### src/rtl/pipeline_ctrl_if.sv
// Bundle of hazard/control signals between the pipeline datapath and pipeline_ctrl.
// master = the controller (drives enables/flushes/redirects), slave = the datapath.
interface pipeline_ctrl_if;
  logic [4:0]  id_rs;
  logic [4:0]  id_rt;
  logic        id_use_rs;
  logic        id_use_rt;
  logic [4:0]  ex_rd;
  logic        ex_w_en;
  logic        ex_is_load;
  logic [4:0]  dm_rd;
  logic        dm_w_en;
  logic        branch_taken;
  logic        mem_busy;
  logic        wb_halt;
  logic        resume;

  logic        pc_en;
  logic        if_id_en;
  logic        id_ex_en;
  logic        ex_dm_en;
  logic        dm_wb_en;
  logic        if_id_flush;
  logic        id_ex_flush;
  logic [1:0]  redir_a;
  logic [1:0]  redir_b;
  logic        halted;
  logic [31:0] stall_cnt;

  modport master (
    input  id_rs, id_rt, id_use_rs, id_use_rt,
    input  ex_rd, ex_w_en, ex_is_load, dm_rd, dm_w_en,
    input  branch_taken, mem_busy, wb_halt, resume,
    output pc_en, if_id_en, id_ex_en, ex_dm_en, dm_wb_en,
    output if_id_flush, id_ex_flush, redir_a, redir_b,
    output halted, stall_cnt
  );

  modport slave (
    output id_rs, id_rt, id_use_rs, id_use_rt,
    output ex_rd, ex_w_en, ex_is_load, dm_rd, dm_w_en,
    output branch_taken, mem_busy, wb_halt, resume,
    input  pc_en, if_id_en, id_ex_en, ex_dm_en, dm_wb_en,
    input  if_id_flush, id_ex_flush, redir_a, redir_b,
    input  halted, stall_cnt
  );
endinterface

### src/rtl/pipeline_ctrl.sv
// Five-stage pipeline hazard/stall controller: RUN/FREEZE/HALTED/RESUME FSM plus stall counter.
// Define FORWARD_EN for operand forwarding with load-use stalls; otherwise every RAW match stalls.
module pipeline_ctrl (
  input  logic            clk,
  input  logic            rst,
  pipeline_ctrl_if.master bus
);

  typedef enum logic [1:0] {
    RUN    = 2'd0,
    FREEZE = 2'd1,
    HALTED = 2'd2,
    RESUME = 2'd3
  } state_t;

  state_t      state_reg;
  state_t      state_next;
  logic [31:0] stall_cnt_reg;

  logic [1:0][4:0] src;
  logic [1:0]      use_src;
  logic [1:0]      match_ex;
  logic [1:0]      match_dm;
  logic [1:0][1:0] redir;
  logic            ex_valid;
  logic            dm_valid;
  logic            hazard;

  // enable order: {pc, if_id, id_ex, ex_dm, dm_wb}; flush order: {if_id, id_ex}
  logic [4:0] run_en;
  logic [1:0] run_flush;
  logic [4:0] en_vec;
  logic [1:0] flush_vec;

  assign src[0]     = bus.id_rs;
  assign src[1]     = bus.id_rt;
  assign use_src[0] = bus.id_use_rs;
  assign use_src[1] = bus.id_use_rt;

  // Register 0 is hard-wired zero, so it can never be a producer.
  assign ex_valid = bus.ex_w_en && (bus.ex_rd != 5'd0);
  assign dm_valid = bus.dm_w_en && (bus.dm_rd != 5'd0);

  generate
    for (genvar gi = 0; gi < 2; gi++) begin : g_src
      assign match_ex[gi] = ex_valid && (bus.ex_rd == src[gi]);
      assign match_dm[gi] = dm_valid && (bus.dm_rd == src[gi]);
`ifdef FORWARD_EN
      // The younger producer (EX_DM) holds the newer value, so it wins.
      assign redir[gi] = match_ex[gi] ? 2'b01 :
                         match_dm[gi] ? 2'b10 : 2'b00;
`else
      assign redir[gi] = 2'b00;
`endif
    end
  endgenerate

`ifdef FORWARD_EN
  // Only a load in EX cannot be forwarded in time; its data appears a stage later.
  assign hazard = bus.ex_is_load && |(match_ex & use_src);
`else
  assign hazard = |((match_ex | match_dm) & use_src);
`endif

  // Response for an unfrozen cycle; a branch squashes the hazarding instruction anyway.
  always_comb begin
    run_en    = 5'b11111;
    run_flush = 2'b00;
    if (bus.branch_taken) begin
      run_flush = 2'b11;
    end else if (hazard) begin
      run_en    = 5'b00111;
      run_flush = 2'b01;
    end
  end

  // Leaving FREEZE, the cycle where mem_busy drops already behaves as RUN so a
  // busy window of N cycles costs exactly N frozen cycles.
  always_comb begin
    state_next = state_reg;
    en_vec     = 5'b00000;
    flush_vec  = 2'b00;
    unique case (state_reg)
      RUN: begin
        if (bus.wb_halt) begin
          state_next = HALTED;
        end else if (bus.mem_busy) begin
          state_next = FREEZE;
        end else begin
          en_vec    = run_en;
          flush_vec = run_flush;
        end
      end
      FREEZE: begin
        if (!bus.mem_busy) begin
          state_next = RUN;
          en_vec     = run_en;
          flush_vec  = run_flush;
        end
      end
      HALTED: begin
        if (bus.resume) begin
          state_next = RESUME;
        end
      end
      RESUME: begin
        // The halt flag is still in DM_WB this cycle; let it drain without re-halting.
        state_next = RUN;
        en_vec     = 5'b11111;
      end
      default: begin
        state_next = RUN;
      end
    endcase
    if (!rst) begin
      state_next = RUN;
      en_vec     = 5'b00000;
      flush_vec  = 2'b00;
    end
  end

  always_ff @(posedge clk or negedge rst) begin
    if (!rst) begin
      state_reg <= RUN;
    end else begin
      state_reg <= state_next;
    end
  end

  always_ff @(posedge clk or negedge rst) begin
    if (!rst) begin
      stall_cnt_reg <= 32'd0;
    end else if (!en_vec[4] && (state_reg != HALTED) && (stall_cnt_reg != 32'hFFFF_FFFF)) begin
      stall_cnt_reg <= stall_cnt_reg + 32'd1;
    end
  end

  assign bus.pc_en       = en_vec[4];
  assign bus.if_id_en    = en_vec[3];
  assign bus.id_ex_en    = en_vec[2];
  assign bus.ex_dm_en    = en_vec[1];
  assign bus.dm_wb_en    = en_vec[0];
  assign bus.if_id_flush = flush_vec[1];
  assign bus.id_ex_flush = flush_vec[0];
  assign bus.redir_a     = rst ? redir[0] : 2'b00;
  assign bus.redir_b     = rst ? redir[1] : 2'b00;
  assign bus.halted      = rst && (state_reg == HALTED);
  assign bus.stall_cnt   = stall_cnt_reg;

endmodule

### src/flat_wrapper.sv
// flat-port wrapper written by rule: the top's interface ports become plain ports
module pipeline_ctrl_flat 
  (clk, rst, bus_id_rs, bus_id_rt, bus_id_use_rs, bus_id_use_rt, bus_ex_rd, bus_ex_w_en, bus_ex_is_load, bus_dm_rd, bus_dm_w_en, bus_branch_taken, bus_mem_busy, bus_wb_halt, bus_resume, bus_pc_en, bus_if_id_en, bus_id_ex_en, bus_ex_dm_en, bus_dm_wb_en, bus_if_id_flush, bus_id_ex_flush, bus_redir_a, bus_redir_b, bus_halted, bus_stall_cnt);
  pipeline_ctrl_if bus_i ();
  input  logic clk;
  input  logic rst;
  input wire logic [$bits(bus_i.id_rs)-1:0] bus_id_rs;
  input wire logic [$bits(bus_i.id_rt)-1:0] bus_id_rt;
  input wire logic [$bits(bus_i.id_use_rs)-1:0] bus_id_use_rs;
  input wire logic [$bits(bus_i.id_use_rt)-1:0] bus_id_use_rt;
  input wire logic [$bits(bus_i.ex_rd)-1:0] bus_ex_rd;
  input wire logic [$bits(bus_i.ex_w_en)-1:0] bus_ex_w_en;
  input wire logic [$bits(bus_i.ex_is_load)-1:0] bus_ex_is_load;
  input wire logic [$bits(bus_i.dm_rd)-1:0] bus_dm_rd;
  input wire logic [$bits(bus_i.dm_w_en)-1:0] bus_dm_w_en;
  input wire logic [$bits(bus_i.branch_taken)-1:0] bus_branch_taken;
  input wire logic [$bits(bus_i.mem_busy)-1:0] bus_mem_busy;
  input wire logic [$bits(bus_i.wb_halt)-1:0] bus_wb_halt;
  input wire logic [$bits(bus_i.resume)-1:0] bus_resume;
  output wire logic [$bits(bus_i.pc_en)-1:0] bus_pc_en;
  output wire logic [$bits(bus_i.if_id_en)-1:0] bus_if_id_en;
  output wire logic [$bits(bus_i.id_ex_en)-1:0] bus_id_ex_en;
  output wire logic [$bits(bus_i.ex_dm_en)-1:0] bus_ex_dm_en;
  output wire logic [$bits(bus_i.dm_wb_en)-1:0] bus_dm_wb_en;
  output wire logic [$bits(bus_i.if_id_flush)-1:0] bus_if_id_flush;
  output wire logic [$bits(bus_i.id_ex_flush)-1:0] bus_id_ex_flush;
  output wire logic [$bits(bus_i.redir_a)-1:0] bus_redir_a;
  output wire logic [$bits(bus_i.redir_b)-1:0] bus_redir_b;
  output wire logic [$bits(bus_i.halted)-1:0] bus_halted;
  output wire logic [$bits(bus_i.stall_cnt)-1:0] bus_stall_cnt;
  assign bus_i.id_rs = bus_id_rs;
  assign bus_i.id_rt = bus_id_rt;
  assign bus_i.id_use_rs = bus_id_use_rs;
  assign bus_i.id_use_rt = bus_id_use_rt;
  assign bus_i.ex_rd = bus_ex_rd;
  assign bus_i.ex_w_en = bus_ex_w_en;
  assign bus_i.ex_is_load = bus_ex_is_load;
  assign bus_i.dm_rd = bus_dm_rd;
  assign bus_i.dm_w_en = bus_dm_w_en;
  assign bus_i.branch_taken = bus_branch_taken;
  assign bus_i.mem_busy = bus_mem_busy;
  assign bus_i.wb_halt = bus_wb_halt;
  assign bus_i.resume = bus_resume;
  assign bus_pc_en = bus_i.pc_en;
  assign bus_if_id_en = bus_i.if_id_en;
  assign bus_id_ex_en = bus_i.id_ex_en;
  assign bus_ex_dm_en = bus_i.ex_dm_en;
  assign bus_dm_wb_en = bus_i.dm_wb_en;
  assign bus_if_id_flush = bus_i.if_id_flush;
  assign bus_id_ex_flush = bus_i.id_ex_flush;
  assign bus_redir_a = bus_i.redir_a;
  assign bus_redir_b = bus_i.redir_b;
  assign bus_halted = bus_i.halted;
  assign bus_stall_cnt = bus_i.stall_cnt;
  pipeline_ctrl u_core (.clk(clk), .rst(rst), .bus(bus_i));
endmodule
### config.mk
export PLATFORM = sky130hd
export DESIGN_NAME = pipeline_ctrl_flat
export DESIGN_NICKNAME = d
export VERILOG_FILES = /design/src/rtl/pipeline_ctrl_if.sv /design/src/rtl/pipeline_ctrl.sv /design/src/flat_wrapper.sv
export SDC_FILE = /design/constraint.sdc
export NUM_CORES = 1
export LEC_CHECK = 0
export CORE_MARGIN = 1.5
export CORE_UTILIZATION = 40
export CTS_BUF_LIST = sky130_fd_sc_hd__clkbuf_8
export DETAILED_ROUTE_END_ITERATION = 8
export GPL_TIMING_DRIVEN = 0
export PLACE_DENSITY = 0.73
export SYNTH_ARGS = -nofsm -noshare
export SYNTH_HDL_FRONTEND = slang
export SYNTH_SLANG_ARGS = --single-unit
### constraint.sdc
create_clock -name clk -period 2.5 [get_ports clk]
set_input_delay 0.375 -clock clk [delete_from_list [all_inputs] [get_ports clk]]
set_output_delay 0.375 -clock clk [all_outputs]
set_load 0.05 [all_outputs]
; ---- Word-level counts from Yosys, hierarchy flattened
; Index checks and enable logic that the tools add are counted.
[word_totals]
regBits = 34
word_cells = 50
[op_classes]
n_addsub = 1
muxes = 18
n_eq_ne = 12
reduce_logical = 15
bitwise = 2
[ops]
columns = op, n
row1 = 32-bit by 1-bit adder with 32-bit output (second input constant), 1
row2 = 32-bit inequality test (second input constant), 1
row3 = 5-bit 2-to-1 mux, 5
row4 = 5-bit == test, 4
row5 = 2-bit 2-to-1 mux, 9
row6 = 5-bit one-hot mux with 3 select lines, 1
row7 = 5-bit nonzero test, 2
row8 = 1-bit logical AND, 9
row9 = 2-bit one-hot mux with 4 select lines, 1
row10 = 3-bit inequality test (second input constant), 2
row11 = 2-bit == test (second input constant), 2
row12 = 4-bit inequality test (second input constant), 1
row13 = 2-bit one-hot mux with 2 select lines, 1
row14 = 3-bit AND reduction, 1
row15 = 2-bit AND, 1
row16 = 2-bit by 1-bit == test with 1-bit output (second input constant), 1
row17 = 2-bit zero test, 1
row18 = 2-bit inequality test (second input constant), 1
row19 = 2-bit OR, 1
row20 = 2-bit OR reduction, 1
row21 = 1-bit zero test, 1
row22 = 1-bit 2-to-1 mux, 1

; ---- Longest topological paths before layout
; Gate-level depths: netlist of the first run.
[logic_depth]
depth_word = 15
depth_mapped = 9
depth_no_buf = 7

; ---- Worst setup path after synthesis of the first run
; Ideal clock, no wire load.
[synth_path]
path_type = input to output
startpoint = input bus_ex_rd[4]
endpoint = output bus_id_ex_flush
path_stages = 6
t_arrival_ns = 2.794
required_time_ns = 2.125
path_buffers = 0
slack_ns = -0.669
path_cell_list = xor2_1 > nor4_1 > a32oi_1 > o22ai_1 > nor2_1 > nor4b_1
[synth_between]
elab_chain_len = 12
word_cells_on_any_way = 15
classes_between = 2 x eq/ne / 6 x mux / 2 x bitwise / 5 x reduce/logical
[synth_lines]
columns = item, line_no
row1 = "start, declared", flat_wrapper.sv:11  ; input wire logic [$bits(bus_i.ex_rd)-1:0] bus_ex_rd;
row2 = 5-bit nonzero test, pipeline_ctrl.sv:41  ; assign ex_valid = bus.ex_w_en && (bus.ex_rd != 5'd0);
row3 = 1-bit logical AND, pipeline_ctrl.sv:41
row4 = 1-bit logical AND, pipeline_ctrl.sv:46  ; assign match_ex[gi] = ex_valid && (bus.ex_rd == src[gi]);
row5 = 2-bit OR (*), pipeline_ctrl.sv:62  ; assign hazard = |((match_ex | match_dm) & use_src);
row6 = 2-bit AND (*), pipeline_ctrl.sv:62
row7 = 2-bit OR reduction (*), pipeline_ctrl.sv:62
row8 = 1-bit 2-to-1 mux (*), pipeline_ctrl.sv:71  ; end else if (hazard) begin
row9 = 2-bit 2-to-1 mux (*), pipeline_ctrl.sv:69  ; if (bus.branch_taken) begin
row10 = 2-bit 2-to-1 mux (*), "pipeline_ctrl.sv:87, pipeline_ctrl.sv:95"
row11 = 2-bit 2-to-1 mux, pipeline_ctrl.sv:85  ; if (bus.wb_halt) begin
row12 = 2-bit one-hot mux with 2 select lines (*), pipeline_ctrl.sv:83  ; unique case (state_reg)
row13 = 2-bit 2-to-1 mux (*), pipeline_ctrl.sv:115  ; if (!rst) begin
row14 = "end, declared", flat_wrapper.sv:26  ; output wire logic [$bits(bus_i.id_ex_flush)-1:0] bus_id_ex_flush;
; Mark *: on every way between the ends. The rest lies on a longest branch, timed or not.

; ---- Worst setup path in the final report of the first run
[layout_path]
startpoint = input bus_wb_halt
endpoint = output bus_if_id_flush
[layout_between]
elab_chain_len = 3
[layout_lines]
columns = item, line_no
row1 = "start, declared", flat_wrapper.sv:18  ; input wire logic [$bits(bus_i.wb_halt)-1:0] bus_wb_halt;
row2 = 2-bit 2-to-1 mux, pipeline_ctrl.sv:85
row3 = 2-bit one-hot mux with 2 select lines, pipeline_ctrl.sv:83
row4 = 2-bit 2-to-1 mux, pipeline_ctrl.sv:115
row5 = "end, declared", flat_wrapper.sv:25  ; output wire logic [$bits(bus_i.if_id_flush)-1:0] bus_if_id_flush;
; No other way between the ends.

==> qor.csv, run 1 <==
stage;metric;value;unit
clock_tree;Clk pin slew, worst setup/hold paths;0.07;ns
synth;mapped cell area;2080;µm²
synth;Seq/Total Area, Yosys;0.409;
clock_tree;CTS root buf;clkbuf_8;
sta;Setup Viol. Count Final;0;
placed_design;setup slack at placement;-0.816;ns
worst_setup_path;most used cell, CP;clkdlybuf4s50_1;
cells_and_area;share of layout cells above drive strength 1;0.173;
drt;# DRC;0;
cells_and_area;multi-input logic area;1180;µm²
cells_and_area;final net count;331;
synth;Synth Instances;212;
job;max-cap violations;0;
sta;fin crit period;2.41;ns
worst_setup_path;crit path cell chain;clkdlybuf4s50_1 -> a21oi_1 -> and4b_1 -> clkdlybuf4s50_1;
floorplan;die area;5640;µm²
power_and_ir_drop;Max VDD drop;0.641;mV
drt;Post-Route WL;5260;µm
worst_setup_path;crit path launch type;primary input;
worst_setup_path;Critical Path AT;2.03;ns
clock_tree;hold_buf cts;0;
cells_and_area;number of flip-flops in the largest register;32;
drt;Vias;1879;
worst_setup_path;worst path required time;2.12;ns
worst_setup_path;CP Capture Type;primary output;
synth;top-area cell type share of the netlist area;0.409;
drt;Pre-antenna DRT Iters;4;
drt;vias per inst;5.08;
sta;Slew Limit Fails;0;
worst_setup_path;critical path startpoint;bus_wb_halt;
sta;Layout Skew;0.00285;ns
clock_tree;CTS tree;built;
floorplan;Die Ht;75.1;µm
placed_design;port bufs;69;
sta;max_slew headroom;0.643;
worst_setup_path;slowest CP cell;clkdlybuf4s50_1;
sta;Worst-Margin Slew;0.534;ns
worst_setup_path;Reg2Reg Capture Point;u_core.bus.stall_cnt[1]$_DFFE_PN0P_;
synth;dominant cells by area after synthesis;dfrtp_1 (41%), xnor2_1 (14%), xor2_1 (7.2%);
run_status;status;completed;
cells_and_area;register area;851;µm²
synth;Synth cell types;39;
floorplan;die width;75.1;µm
worst_setup_path;Worst path max stage delay;0.80;ns
cells_and_area;Core Util, Final;0.604;
placed_design;HPWL Detailed;3680;µm
synth;FF+latch count, synth;34;
global_route;largest net degree at the start of global routing;38;
clock_tree;CTS Buf Count;5;
drt;WL per Instance;14.2;µm
global_route;initial antenna violation count;0;
worst_setup_path;FF-to-FF path depth;9;
floorplan;Core ar.;5070;µm²
power_and_ir_drop;Leak;1.29;nW
power_and_ir_drop;Cell Pwr Density;601;nW/µm²
cells_and_area;fillers;441;
sta;Final period util;0.964;
drt;Final ANT Viol Nets;0;
floorplan;row cnt;26;
cells_and_area;antenna fix cells;0;
sta;Fmax;415;MHz
worst_setup_path;flop-to-flop setup slack;0.23;ns
sta;fin worst setup slack;0.0912;ns
min_path;hold crit path type;in2async;
clock_tree;H-tree depth;2;
worst_setup_path;CP max FO;3;
clock_tree;Clk Latency, worst-skew pair;0.28;ns
global_route;Overflow after GRT;0;
sta;Fin. Hold Viols;0;
drt;1st-iter DRT viols;41;
synth;Ys Warns;0;
synth;Synth area leader;dfrtp_1;
global_route;vias in the first global route;1718;
worst_setup_path;Buf+Inv Stages, Crit Path;2;
clock_tree;CTS max path bufs;2;
worst_setup_path;Setup CP Type;in2out;
floorplan;Initial Util;0.410;
global_route;all-layer global routing usage;0.184;
worst_setup_path;RR Startpoint;u_core.bus.stall_cnt[0]$_DFFE_PN0P_;
clock_tree;CTS sink count;34;
cells_and_area;Area Overhead vs Synth;47.3;%
placed_design;routability cong.;0.834;
synth;Mapped Avg Cell Area;9.81;µm²
floorplan;I/O Pins;75;
worst_setup_path;WP depth;4;
worst_setup_path;delay-heaviest family, CP;buffers and inverters;
global_route;first-pass GRT wire length;7830;µm
[kinds of logic (layout without fill, tap and decap cells)]
kind of cell             Yosys count  count (layout)  synth area share
AND/OR/NAND/NOR                   93              93             0.263
XOR/XNOR                          51              51             0.215
flip-flops                        34              34             0.409
buffers and inverters             19             104            0.0559
AO/OA/AOI/OAI                     12              12            0.0427
adder cells (fa/ha/maj)            1               1           0.00601
other                              1               4           0.00180
multiplexers                       1               1           0.00721
[synthesized netlist by cell type]
| cell type | number |
|---|---|
| dfrtp_1 | 34 |
| xnor2_1 | 34 |
| nand4_1 | 20 |
| xor2_1 | 17 |
| nand3_1 | 13 |
| nand2_1 | 11 |
| buf_4 | 9 |
| nor2_1 | 9 |
| and3_1 | 8 |
| inv_1 | 6 |
| nor3_1 | 6 |
| nor4_1 | 5 |
| nand2b_1 | 4 |
| a32oi_1 | 3 |
| and2_1 | 3 |
| buf_2 | 3 |
| a21oi_1 | 2 |
| and4_1 | 2 |
| o21ai_1 | 2 |
| or4_1 | 2 |
| and4b_1 | 1 |
| buf_6 | 1 |
| conb_1 | 1 |
| ha_1 | 1 |
| mux2_4 | 1 |
| nand2_2 | 1 |
| nand3_2 | 1 |
| nand4b_1 | 1 |
| nor2b_1 | 1 |
| nor3_2 | 1 |
| nor3b_2 | 1 |
| nor4b_1 | 1 |
| nor4b_2 | 1 |
| o2111ai_1 | 1 |
| o21ai_0 | 1 |
| o21bai_1 | 1 |
| o221ai_2 | 1 |
| o22ai_1 | 1 |
| or3_1 | 1 |
[layout by cell type, fill, tap and decap left out, types with 9 or more instances in the layout]
| cell | instances |
|---|---|
| nand2_1 | 11 |
| buf_4 | 19 |
| xnor2_1 | 34 |
| nand3_1 | 13 |
| xor2_1 | 17 |
| clkdlybuf4s50_1 | 43 |
| dfrtp_1 | 34 |
| nand4_1 | 20 |
| dlygate4sd2_1 | 15 |
| nor2_1 | 9 |
[through the flow]
step           TNS, ns  power (W)  cells  hold slack (ns)  instance area (µm²)
2_1_floorplan  -0.0265    0.00112    215           0.0794                 2100
3_3_place_gp    -35.89    0.00136    354            0.485                 2880
3_5_place_dp     -3.08    0.00136    354            0.490                 2880
4_1_cts        -0.0305    0.00184    370           0.0500                 3030
5_1_grt        -0.0190    0.00193    370           0.0604                 3060
6_report             0    0.00184    370           0.0292                 3060
[worst reg2reg max path: cells and delay by family, from the launching register on]
family	cells	cell delay [ns]
simple gates	5	0.93
flops	1	0.41
buf+inv	2	0.34
mux	1	0.30
fa+ha+maj	1	0.20
[layer usage]
metal	vias to the layer above	wire, µm	GRT usage
met5	-	0	0
met3	9	517	0.0602
met1	878	2180	0.222
li1	917	-	-
met4	0	84	0.0707
met2	75	2480	0.304
[timing repair]
action	4_1_cts	5_1_grt
gates resized for setup	42	20
setup endpoints to repair	8	35
buffers inserted	8	0
cloned	0	1
pin swaps	7	7
[worst max path at each step]
stage                                                to  slack [ns]
global placement                              bus_pc_en       -1.43
detailed placement                      bus_id_ex_flush       -0.82
finish                                  bus_if_id_flush        0.09
CTS                                     bus_id_ex_flush       -0.03
floorplan                               bus_id_ex_flush       -0.03
global route        u_core.bus.stall_cnt[1]$_DFFE_PN0P_       -0.02
[final cells by class]
class	instances	area share
tap	70	0.0286
clock buffer	8	0.0359
buffer	13	0.0327
sequential	34	0.278
timing repair buffer	77	0.231
multi-input combinational	162	0.387
inverter	6	0.00735
[report_power, final]
part / switching [W] / total [W] / leakage (nW) / internal (W)
logic: 0.000413 / 0.000679 / 0.776 / 0.000266
clock network: 0.000199 / 0.000477 / 0.0575 / 0.000278
registers: 0.0000766 / 0.000686 / 0.461 / 0.000609
total: 0.000689 / 0.00184 / 1.29 / 0.00115
(Power assumes the default switching activity.)
==> run 2: changes to the inputs <==
Settings changed: SLEW_MARGIN set to 25.
==> run 2 against run 1 <==
Net effect:
- cell count decreased by 0.54%
- clock skew increased by 0.0028 ns
- routed wire length decreased by 1.1%
- die area unchanged
- maximum frequency decreased by 1.4%
- first-iteration DRC count increased by 100%
- clock-buffer cell count unchanged
- combinational power decreased by 0.9%
- via count decreased by 1.5%
- worst hold slack improved by 0.014 ns
- critical endpoint is now bus_id_ex_flush
- largest cell class unchanged
==> qor.csv, run 2 (same netlist as run 1, synthesis figures left out) <==
stage;metric;value;unit;change
run_status;status;completed;;
global_route;initial antenna violation count;0;;unchanged
worst_setup_path;RR Startpoint;u_core.bus.stall_cnt[0]$_DFFE_PN0P_;;
sta;max_slew headroom;0.631;;-0.0118
sta;RSZ-0062 raised after global routing;true;;
global_route;Overflow after GRT;0;;unchanged
floorplan;die area;5640;µm²;unchanged
placed_design;HPWL Detailed;3720;µm;+1.1%
drt;# DRC;0;;unchanged
global_route;first-pass GRT wire length;7960;µm;+1.7%
placed_design;routability cong.;0.834;;unchanged
clock_tree;H-tree depth;2;;unchanged
drt;Pre-antenna DRT Iters;4;;unchanged
sta;Layout Skew;0.00569;ns;+0.00284 ns
power_and_ir_drop;Leak;1.29;nW;-0.68%
worst_setup_path;CP max FO;2;;-1
cells_and_area;Area Overhead vs Synth;46.8;%;
power_and_ir_drop;Tot Pwr;0.00183;W;-0.48%
cells_and_area;share of layout cells above drive strength 1;0.144;;-0.0290
floorplan;Die Ht;75.1;µm;unchanged
sta;fin crit period;2.44;ns;+0.0350 ns
worst_setup_path;worst path required time;2.12;ns;about the same
worst_setup_path;Setup CP Type;in2out;;
sta;Worst-Margin Slew;0.552;ns;+0.0176 ns
worst_setup_path;Reg2Reg Capture Point;u_core.bus.stall_cnt[1]$_DFFE_PN0P_;;
floorplan;die width;75.1;µm;unchanged
drt;1st-iter DRT viols;84;;+100%
floorplan;row cnt;26;;unchanged
power_and_ir_drop;Cell Pwr Density;600;nW/µm²;-0.19%
sta;Final period util;0.978;;+0.0140
worst_setup_path;CP Capture Type;primary output;;
clock_tree;CTS sink count;34;;unchanged
drt;vias per inst;5.03;;-1.0%
power_and_ir_drop;Max VDD drop;0.706;mV;+10%
cells_and_area;non-filler instance count after layout;368;;-0.54%
min_path;hold crit path type;in2async;;
cells_and_area;number of flip-flops in the largest register;32;;unchanged
job;max-cap violations;0;;unchanged
placed_design;Placed Cells;355;;+0.28%
drt;Final ANT Viol Nets;0;;unchanged
cells_and_area;most common cell after layout, fill and taps aside;clkdlybuf4s50_1;;
sta;Fin. Hold Viols;0;;unchanged
clock_tree;CTS tree;built;;
clock_tree;CTS root buf;clkbuf_8;;
global_route;largest net degree at the start of global routing;30;;-21%
sta;Fmax;409;MHz;-1.4%
cells_and_area;most frequent cells in the layout;clkdlybuf4s50_1 (46), xnor2_1 (34), dfrtp_1 (34);;
worst_setup_path;crit path launch type;primary input;;
clock_tree;CTS max path bufs;2;;unchanged
clock_tree;Clk Latency, worst-skew pair;0.29;ns;about the same
drt;WL per Instance;14.1;µm;-0.58%
clock_tree;CTS Buf Count;5;;unchanged
worst_setup_path;Critical Path AT;2.07;ns;+0.04 ns
placed_design;port bufs;69;;unchanged
cells_and_area;final net count;329;;-0.60%
floorplan;Core ar.;5070;µm²;unchanged
drt;Post-Route WL;5200;µm;-1.1%
cells_and_area;antenna fix cells;0;;unchanged
drt;Vias;1850;;-1.5%
global_route;vias in the first global route;1739;;+1.2%
sta;Slew Limit Fails;0;;unchanged
floorplan;I/O Pins;75;;unchanged
sta;Setup Viol. Count Final;0;;unchanged
worst_setup_path;FF-to-FF path depth;9;;unchanged
floorplan;Initial Util;0.410;;unchanged
global_route;all-layer global routing usage;0.186;;+0.00237
clock_tree;Clk pin slew, worst setup/hold paths;0.07;ns;about the same
worst_setup_path;flop-to-flop setup slack;0.24;ns;about the same
[run 2: timing repair]
item,4_1_cts,5_1_grt
resized for setup,38,5
endpoints found under the hold margin,8,0
hold buffers,1,0
endpoints found under the setup margin,5,18
pin swaps,6,3
cloned,0,0
setup buffers,4,0
[run 2: cell type report]
class                      instances  area, µm²
timing repair buffer              75        719
inverter                           6       22.5
tap                               70       87.6
clock buffer                       8        110
fill                             440       2020
multi-input combinational        162       1170
sequential                        34        851
buffer                            13       96.3
[run 2: report_power, final]
group          switching (W)  leakage, nW  internal, W
clock network       0.000196       0.0575     0.000278
logic               0.000408        0.767     0.000265
registers          0.0000769        0.461     0.000609
total               0.000681         1.29      0.00115
[run 2: critical path: stages]
cell and delay [ns]:
clkdlybuf4s50_1 0.45, xor2_1 0.18, nor4_2 0.26, a32oi_1 0.13, o22ai_2 0.15, nor2_1 0.07
nor4b_2 0.21, buf_4 0.24
[run 2: how the worst max path moves through the flow]
stage / from / end / slack [ns] / cells after the start
finish: bus_id_rs[2] / bus_id_ex_flush / 0.06 / 8
global route: bus_id_rs[2] / bus_id_ex_flush / -0.04 / 8
detailed placement: bus_ex_rd[4] / bus_id_ex_flush / -0.80 / 8
global placement: rst / bus_pc_en / -1.43 / 5
CTS: bus_id_rs[2] / bus_id_ex_flush / 0.02 / 8
floorplan: bus_ex_rd[4] / bus_id_ex_flush / -0.03 / 6
[run 2: through the flow]
stage / utilization / setup TNS (ns) / setup WS, ns / area (µm²) / hold WS [ns]
2_1_floorplan: - / -0.0265 / -0.0265 / 2100 / 0.0794
3_3_place_gp: 0.568 / -35.89 / -1.43 / 2880 / 0.485
3_5_place_dp: 0.571 / -2.14 / -0.798 / 2900 / 0.248
4_1_cts: 0.597 / 0 / 0.0224 / 3030 / 0.0514
5_1_grt: 0.602 / -0.0412 / -0.0412 / 3060 / 0.0522
6_report: 0.602 / 0 / 0.0562 / 3060 / 0.0428
[run 2: layer usage]
| metal | global-route usage | vias up | share of wire |
|---|---|---|---|
| met4 | 0.0566 | 0 | 0.0090 |
| met2 | 0.307 | 69 | 0.47 |
| met3 | 0.0576 | 6 | 0.10 |
| li1 | - | 914 | - |
| met1 | 0.234 | 861 | 0.42 |
| met5 | 0 | - | 0 |
